`src/rtl/linear_pkg.sv`:
```
// ============================================================================
// Module  : linear_pkg
// Brief   : Shared element widths, element typedefs and index helpers.
// Revision: 1.0 - initial release
// ============================================================================
`default_nettype none

package linear_pkg;

    localparam int c_DEFAULT_PRECISION      = 8;
    localparam int c_DEFAULT_BIAS_PRECISION = 32;

    typedef logic [c_DEFAULT_PRECISION-1:0]      q_elem_t;
    typedef logic [c_DEFAULT_BIAS_PRECISION-1:0] long_elem_t;

    // Index counters need at least one bit even when only one value exists.
    function automatic int idx_width(input int n);
        return (n > 1) ? $clog2(n) : 1;
    endfunction

endpackage

`default_nettype wire

```
`src/rtl/vector_fifo.sv`:
```
// ============================================================================
// Module  : vector_fifo
// Brief   : Vector-wide FIFO with occupancy count; head vector read directly.
// Revision: 1.0 - initial release
// ============================================================================
`default_nettype none

module vector_fifo #(
    parameter int WIDTH        = 8,
    parameter int NUM_FEATURES = 2,
    parameter int FIFO_DEPTH   = 4
) (
    input  logic                          clk,
    input  logic                          rst,
    input  logic                          i_wr_en,
    input  logic [WIDTH-1:0]              i_wr_vec   [NUM_FEATURES],
    input  logic                          i_rd_en,
    output logic [WIDTH-1:0]              o_head_vec [NUM_FEATURES],
    output logic [$clog2(FIFO_DEPTH):0]   o_count
);

    localparam int              c_PTR_W = $clog2(FIFO_DEPTH);
    localparam logic [c_PTR_W:0] c_FULL = (c_PTR_W+1)'(FIFO_DEPTH);

    logic [WIDTH-1:0]   r_mem [FIFO_DEPTH][NUM_FEATURES];
    logic [c_PTR_W-1:0] r_wr_ptr;
    logic [c_PTR_W-1:0] r_rd_ptr;
    logic [c_PTR_W:0]   r_count;

    logic w_wr;
    logic w_rd;

    assign w_wr = i_wr_en & (r_count != c_FULL);
    assign w_rd = i_rd_en & (r_count != '0);

    // Power-of-two depth lets the pointers wrap by natural overflow.
    always_ff @(posedge clk) begin
        if (rst) begin
            r_wr_ptr <= '0;
            r_rd_ptr <= '0;
            r_count  <= '0;
        end else begin
            if (w_wr) r_wr_ptr <= r_wr_ptr + 1'b1;
            if (w_rd) r_rd_ptr <= r_rd_ptr + 1'b1;
            case ({w_wr, w_rd})
                2'b10:   r_count <= r_count + 1'b1;
                2'b01:   r_count <= r_count - 1'b1;
                default: r_count <= r_count;
            endcase
        end
    end

    always_ff @(posedge clk) begin
        if (w_wr && !rst) begin
            for (int f = 0; f < NUM_FEATURES; f++) begin
                r_mem[r_wr_ptr][f] <= i_wr_vec[f];
            end
        end
    end

    always_comb begin
        for (int f = 0; f < NUM_FEATURES; f++) begin
            o_head_vec[f] = r_mem[r_rd_ptr][f];
        end
    end

    assign o_count = r_count;

endmodule

`default_nettype wire

```
`src/rtl/output_serializer.sv`:
```
// ============================================================================
// Module  : output_serializer
// Brief   : Buffers result vectors and streams them one element per handshake
//           with frame (row) tracking. Macro OUTPUT_SERIALIZER_LONG_OUT_EN adds
//           the long-value path (in_long / m_long).
// Revision: 1.0 - initial release
// ============================================================================
`default_nettype none

module output_serializer
    import linear_pkg::*;
#(
    parameter int PRECISION      = c_DEFAULT_PRECISION,
    parameter int BIAS_PRECISION = c_DEFAULT_BIAS_PRECISION,
    parameter int NUM_FEATURES   = 2,
    parameter int FIFO_DEPTH     = 4,
    parameter int ROWS           = 16
) (
    input  logic                          clk,
    input  logic                          rst,
    input  logic                          in_valid,
    input  logic [PRECISION-1:0]          in_data [NUM_FEATURES],
`ifdef OUTPUT_SERIALIZER_LONG_OUT_EN
    input  logic [BIAS_PRECISION-1:0]     in_long [NUM_FEATURES],
`endif
    output logic                          in_ready,
    output logic                          m_valid,
    input  logic                          m_ready,
    output logic [PRECISION-1:0]          m_data,
`ifdef OUTPUT_SERIALIZER_LONG_OUT_EN
    output logic [BIAS_PRECISION-1:0]     m_long,
`endif
    output logic                          m_last,
    output logic                          overflow,
    output logic [$clog2(FIFO_DEPTH):0]   count
);

`ifdef OUTPUT_SERIALIZER_LONG_OUT_EN
    localparam bit c_LONG_EN = 1'b1;
`else
    localparam bit c_LONG_EN = 1'b0;
`endif

    localparam int c_ELEM_W = PRECISION + (c_LONG_EN ? BIAS_PRECISION : 0);
    localparam int c_EIDX_W = idx_width(NUM_FEATURES);
    localparam int c_ROW_W  = idx_width(ROWS);
    localparam int c_CNT_W  = $clog2(FIFO_DEPTH) + 1;

    localparam logic [c_EIDX_W-1:0] c_LAST_ELEM = c_EIDX_W'(NUM_FEATURES - 1);
    localparam logic [c_ROW_W-1:0]  c_LAST_ROW  = c_ROW_W'(ROWS - 1);

    logic [c_ELEM_W-1:0] w_wr_vec   [NUM_FEATURES];
    logic [c_ELEM_W-1:0] w_head_vec [NUM_FEATURES];
    logic [c_ELEM_W-1:0] w_head_elem;

    logic [c_EIDX_W-1:0] r_elem;
    logic [c_ROW_W-1:0]  r_row;
    logic                r_overflow;

    logic w_full;
    logic w_wr_en;
    logic w_valid;
    logic w_hs;
    logic w_elem_end;
    logic w_pop;

    // Each slot element carries the long value above the quantised value.
    for (genvar f = 0; f < NUM_FEATURES; f++) begin : g_pack
`ifdef OUTPUT_SERIALIZER_LONG_OUT_EN
        assign w_wr_vec[f] = {in_long[f], in_data[f]};
`else
        assign w_wr_vec[f] = in_data[f];
`endif
    end

    assign w_full     = (count == c_CNT_W'(FIFO_DEPTH));
    assign w_wr_en    = in_valid & ~w_full & ~rst;
    assign w_valid    = (count != '0) & ~rst;
    assign w_hs       = w_valid & m_ready;
    assign w_elem_end = (r_elem == c_LAST_ELEM);
    assign w_pop      = w_hs & w_elem_end;

    vector_fifo #(
        .WIDTH        (c_ELEM_W),
        .NUM_FEATURES (NUM_FEATURES),
        .FIFO_DEPTH   (FIFO_DEPTH)
    ) u_vector_fifo (
        .clk        (clk),
        .rst        (rst),
        .i_wr_en    (w_wr_en),
        .i_wr_vec   (w_wr_vec),
        .i_rd_en    (w_pop),
        .o_head_vec (w_head_vec),
        .o_count    (count)
    );

    always_ff @(posedge clk) begin
        if (rst) begin
            r_elem     <= '0;
            r_row      <= '0;
            r_overflow <= 1'b0;
        end else begin
            // A full FIFO drops the vector even if this cycle also pops.
            if (in_valid && w_full) r_overflow <= 1'b1;
            if (w_hs) begin
                if (w_elem_end) begin
                    r_elem <= '0;
                    r_row  <= (r_row == c_LAST_ROW) ? '0 : r_row + 1'b1;
                end else begin
                    r_elem <= r_elem + 1'b1;
                end
            end
        end
    end

    assign w_head_elem = w_head_vec[r_elem];

    assign m_valid  = w_valid;
    assign m_data   = w_valid ? w_head_elem[PRECISION-1:0] : '0;
`ifdef OUTPUT_SERIALIZER_LONG_OUT_EN
    assign m_long   = w_valid ? w_head_elem[c_ELEM_W-1:PRECISION] : '0;
`endif
    assign m_last   = w_valid & w_elem_end & (r_row == c_LAST_ROW);
    assign in_ready = rst | ~w_full;
    assign overflow = r_overflow;

endmodule

`default_nettype wire

```
`config.mk`:
```
export PLATFORM = sky130hd
export DESIGN_NAME = output_serializer
export DESIGN_NICKNAME = d
export VERILOG_FILES = /design/src/rtl/linear_pkg.sv /design/src/rtl/vector_fifo.sv /design/src/rtl/output_serializer.sv
export SDC_FILE = /design/constraint.sdc
export NUM_CORES = 1
export LEC_CHECK = 0
export BUFFER_PORTS_ARGS = -buffer_cell sky130_fd_sc_hd__buf_2
export CAP_MARGIN = 20
export CORE_MARGIN = 2
export CORE_UTILIZATION = 55
export CTS_CLUSTER_SIZE = 24
export DETAILED_ROUTE_END_ITERATION = 10
export PLACE_DENSITY = 0.84
export SYNTH_ARGS = -nofsm -noshare
export SYNTH_HDL_FRONTEND = slang
export SYNTH_SLANG_ARGS = --single-unit
```
`constraint.sdc`:
```
create_clock -name clk -period 3.05 [get_ports clk]
set_clock_uncertainty 0.15 [all_clocks]
set_input_delay 0.1525 -clock clk [delete_from_list [all_inputs] [get_ports clk]]
set_output_delay 0.1525 -clock clk [all_outputs]
set_load 0.1 [all_outputs]
```
# Yosys cells after proc, flatten, opt, wreduce, memory -nomap -nowiden

Memories as Yosys holds them, arrays and structs flattened. A register that Yosys moved wholly into a read port is not among the register bits.
Index checks and enable logic that the tools add are counted.
W data, S select, Z words.

Word-level logic and storage cells: 49
Input port bits: 20
Bits in writable memories: 64
Output and inout bits: 15
Register bits: 13
Memories: 1

$add $sub $neg: 6
Reductions and logical operators: 6
Multiplexer cells: 11
Bitwise operators: 13
Equal/unequal tests: 5
$lt $le $gt $ge: 1

Memory list:

| memory              | depth | width | read ports | clocked after Yosys merged registers in | write ports | RTL line          | text |
|---|---|---|---|---|---|---|---|
| u_vector_fifo.r_mem | 4     | 16    | 1          | 1                                       | 1           | vector_fifo.sv:25 | `logic [WIDTH-1:0] r_mem [FIFO_DEPTH][NUM_FEATURES];` |

Operators with widths:

| kind                  | number |
|---|---|
| $mux W8               | 4 |
| $and A1 B1 Y1         | 9 |
| $pmux W3 S2           | 1 |
| $add A2 B1 Y2 const B | 2 |
| $add A4 B1 Y4 const B | 1 |
| $eq A4 B4 Y1 const B  | 1 |
| $mux W2               | 2 |
| $mux W4               | 1 |
| $add A3 B1 Y3 const B | 1 |
| $eq A3 B3 Y1 const B  | 1 |
| $mux W1               | 3 |
| $ne A3 B3 Y1 const B  | 1 |
| $reduce_bool A3 Y1    | 1 |
| $sub A3 B1 Y3 const B | 1 |
| $eq A2 B1 Y1 const B  | 1 |
| $eq A2 B2 Y1 const B  | 1 |
| $ge A2 B2 Y1 const B  | 1 |
| $logic_and A1 B1 Y1   | 2 |
| $not A1 Y1            | 2 |
| $not A1 Y2            | 1 |
| $reduce_and A2 Y1     | 1 |
| $reduce_bool A2 Y1    | 1 |
| $add A1 B1 Y1 const B | 1 |
| $logic_not A1 Y1      | 1 |
| $or A1 B1 Y1          | 1 |

# Logic depth before layout (Yosys ltp)

Word-level depth: 8
Depth in mapped cells: 9
Mapped depth without buffers: 9

# Modules after synthesis

A second synthesis with hierarchy kept.

Cell total of the unflattened synthesis: 193
Area, all modules: 3294.4 um^2

By module, submodules not included:

| module            | instances | cells an instance | area an instance (um^2) | seq. area each (um^2) |
|---|---|---|---|---|
| vector_fifo       | 1         | 134               | 2815.2                  | 2102.0 |
| output_serializer | 1         | 59                | 479.2                   | 120.1 |

# Least setup slack after synthesis

Ideal clock, no wire load.

Kind: register to output
From: reg u_vector_fifo.r_count[0], in the netlist u_vector_fifo.o_count[0]
To: out m_last
Path buffers: 0
Setup slack: -0.633 ns
Stages on the path, launching flop included: 3
Data required time: 2.747 ns
Data arrival time: 3.380 ns
Cell sequence: dfxtp_1 > nor3_2 > nor3_1

Cells in the longest elaborated chain, start to end: 4

RTL lines:

| what                        | RTL line                 | text |
|---|---|---|
| start: declaration          | vector_fifo.sv:28        | `logic [c_PTR_W:0] r_count;` |
| start signal: assignment    | vector_fifo.sv:46        | `2'b10: r_count <= r_count + 1'b1;` |
| start signal: assignment    | vector_fifo.sv:47        | `2'b01: r_count <= r_count - 1'b1;` |
| start signal: assignment    | vector_fifo.sv:48        | `default: r_count <= r_count;` |
| $reduce_bool A3 Y1          | output_serializer.sv:78  | `assign w_valid = (count != '0) & ~rst;` |
| $and A1 B1 Y1               | output_serializer.sv:78  |  |
| $and A1 B1 Y1 (2 in series) | output_serializer.sv:123 | `assign m_last = w_valid & w_elem_end & (r_row == c_LAST_ROW);` |
| end: declaration            | output_serializer.sv:33  | `output logic m_last,` |

Every way passes these cells.

==> flow_metrics.env <==
export IMPL_grt_pass1_vias=1722
export IMPL_path_cells="buf_4, mux4_1, a22o_1, buf_2"
export IMPL_endpoint_kind="primary output"
export IMPL_crit_fanout=11
export IMPL_nNetsFinal=273
export IMPL_min_path_type="in2reg"
export IMPL_die_h_um=80.4
export IMPL_drcViolationCount=0
export IMPL_dr_pass1_iters=4
export IMPL_hold_end="u_vector_fifo.o_count[1]$_SDFFE_PP0P_"
export IMPL_drtIter0Drc=107
export IMPL_core_area_mm2=0.00557
export IMPL_grt_max_degree=23
export IMPL_synth_seq_cells=79
export IMPL_grt_usage=0.185
export IMPL_cap_viol_max_count=0
export IMPL_synthCells=184
export IMPL_max_freq_mhz=384
export IMPL_n_antenna_cell=0
export IMPL_netlist_top_cells_area="edfxtp_1, dfxtp_1, mux4_2"
export IMPL_cts_inserted_buffers=9
export IMPL_finalSetupViolations=0
export IMPL_yosys_area_top_type="edfxtp_1"
export IMPL_cts_setup_buffers=0
export IMPL_start_util=0.576
export IMPL_worstMarginPinSlew_ps=694
export IMPL_cts_tree="built"
export IMPL_fin_crit_ps=2600
export IMPL_die_width_um=80.4
export IMPL_cts_root_buf="clkbuf_8"
export IMPL_num_rows=27
export IMPL_holdCritStartpoint="rst"
export IMPL_syn_area_per_cell_um2=17.4
export IMPL_vias_per_cell=5.55
export IMPL_r2r_start="u_vector_fifo.o_count[0]$_SDFFE_PP0P_"
export IMPL_r2r_cells=10
export IMPL_htreeDepth=3
export IMPL_synthDistinctLibCells=33
export IMPL_worst_hold_path_num_cells=2
export IMPL_post_route_worst_setup_slack_ps=449
export IMPL_ir_worst_vdd_mv=0.539
export IMPL_start_kind="register"
export IMPL_worstSetupPathType="reg2out"
export IMPL_wl_per_cell_um=17.2
export IMPL_insertion_delay_ps=340
export IMPL_critPathArrivalTime_ps=2300
export IMPL_slowest_delay_ps=600
export IMPL_rsz0062_at_grt="no"
export IMPL_placedCellCount=289
export IMPL_antenna_found_initial=0
export IMPL_power_total_mw=2.13
export IMPL_crit_required_ps=2750
export IMPL_layout_drive_gt1_share=0.279
export IMPL_p_leak_nw=1.36
export IMPL_stdcell_count=323
export IMPL_fin_tns_setup_ps=0
export IMPL_yosys_area_top_type_share=0.599
export IMPL_slew_limit_headroom=0.535
export IMPL_gp_congestion=0.758
export IMPL_syn_cell_area_mm2=0.00321
export IMPL_yosysWarnings=0
export IMPL_drv_slew=0
export IMPL_post_place_ws_ps=673
export IMPL_finalCritPeriodShare=0.853
export IMPL_max_clock_path_buffers=2
export IMPL_hold_violations=0
export IMPL_vias=1792
export IMPL_ios=35
export IMPL_grt_pass1_wl_um=8470
export IMPL_syn_nets=211
export IMPL_slowest_stage="mux4_1"
export IMPL_routed_wl_um=5560
export IMPL_cts_num_sinks=79
export IMPL_grt_remaining_overflow=0
export IMPL_clk_pin_slew_ps=70
export IMPL_timing_rr_end="u_vector_fifo.o_count[2]$_SDFFE_PP0P_"
export IMPL_ff2ff_setup_slack_ps=670
export IMPL_yosysSeqAreaShare=0.693
export IMPL_power_density_mw_per_mm2=556
export IMPL_port_buffers=34
export IMPL_dieArea_mm2=0.00646
export IMPL_dp_hpwl_um=3400
export IMPL_status="finished clean"
export IMPL_syn_to_final_growth_pct=19.7
export IMPL_ant_nets=0
## cells in the mapped netlist (all sizes together)
| library cell | instances |
|---|---|
| and3 | 1 |
| nand4 | 1 |
| nor2 | 6 |
| a22o | 8 |
| fa | 1 |
| nand2b | 3 |
| nor4 | 1 |
| a31oi | 2 |
| o21ai | 6 |
| inv | 8 |
| nor3 | 6 |
| a211oi | 1 |
| mux4 | 16 |
| mux2i | 2 |
| nand3 | 4 |
| edfxtp | 64 |
| and3b | 1 |
| and2 | 4 |
| nand2 | 1 |
| dfxtp | 15 |
| buf | 3 |
| ha | 6 |
| nor3b | 1 |
| a31o | 1 |
| xor2 | 2 |
| clkbuf | 4 |
| nand3b | 2 |
| or3 | 4 |
| a21oi | 10 |
## cells by family (layout without fill, tap and decap cells)
family                   after synthesis  count (layout)  synth area share
multiplexers                          18              18             0.126
AO/OA/AOI/OAI                         28              28            0.0558
buffers and inverters                 15              82            0.0253
adder cells (fa/ha/maj)                7               7            0.0296
AND/OR/NAND/NOR                       35              35            0.0655
XOR/XNOR                               2               2           0.00546
flip-flops                            79              79             0.693
## stage by stage
step                hold WS (ps)  utilization  instance area (um2)
floorplan                    101            -                 3220
global placement             215        0.623                 3470
detailed placement           220        0.623                 3470
CTS                         45.7        0.689                 3840
global route                66.4        0.689                 3840
finish                      51.5        0.689                 3840
## state kept, by name, summed over array words and instances (netlist names), named ones only
register	count
overflow	1
r_elem	1
r_row	4
u_vector_fifo.o_count	3
u_vector_fifo.r_mem	64
u_vector_fifo.r_rd_ptr	2
u_vector_fifo.r_wr_ptr	2
## critical path: cells and delay by family, from the launching register on
family	cells	cell delay [ps]
buffers and inverters	2	600
AOI/OAI and AO/OA	1	240
DFF	1	510
muxes	1	600
## worst max-delay path by stage
stage	start	endpoint	cells after the start
after floorplan	u_vector_fifo.o_count[0]$_SDFFE_PP0P_	m_last	2
after global placement	u_vector_fifo.o_count[0]$_SDFFE_PP0P_	u_vector_fifo.o_count[2]$_SDFFE_PP0P_	10
after detailed placement	u_vector_fifo.o_count[0]$_SDFFE_PP0P_	u_vector_fifo.o_count[2]$_SDFFE_PP0P_	10
after CTS	register	m_data[4]	4
after global routing	register	m_data[4]	4
final	register	m_data[4]	4
## layout by cell type (no fill, tap or decap), types with 5 or more instances in the layout
master and n:
a21oi_1 10, a22o_1 8, buf_2 34, buf_4 6
clkbuf_8 9, dfxtp_1 14, dlygate4sd3_1 18, edfxtp_1 64
ha_1 6, inv_1 8, mux4_1 6, mux4_2 10
nor2_1 5, o21ai_0 6
## where the power goes
part / internal (mW) / switching, mW
Clock: 0.379 / 0.366
Combinational: 0.0601 / 0.128
Sequential: 1.19 / 0.0117
Total: 1.63 / 0.506
## final cells by class
cell class,instances,area [um2]
Inverter,8,30.0
Multi-Input combinational cell,90,912
Clock inverter,5,57.6
Fill cell,365,1730
Clock buffer,11,131
Timing Repair Buffer,58,395
Sequential cell,79,2220
Tap cell,72,90.1
## metal layers
layer | wire length (um) | GRT usage
met1 | 2490 | 0.238
met2 | 2700 | 0.296
met3 | 217 | 0.0371
met4 | 151 | 0.103
met5 | 0 | 0
## repair_timing
item	in CTS	in global routing
hold endpoints to repair	67	0
hold buffers	18	0
resized for setup	0	0
(Power assumes the default switching activity.)
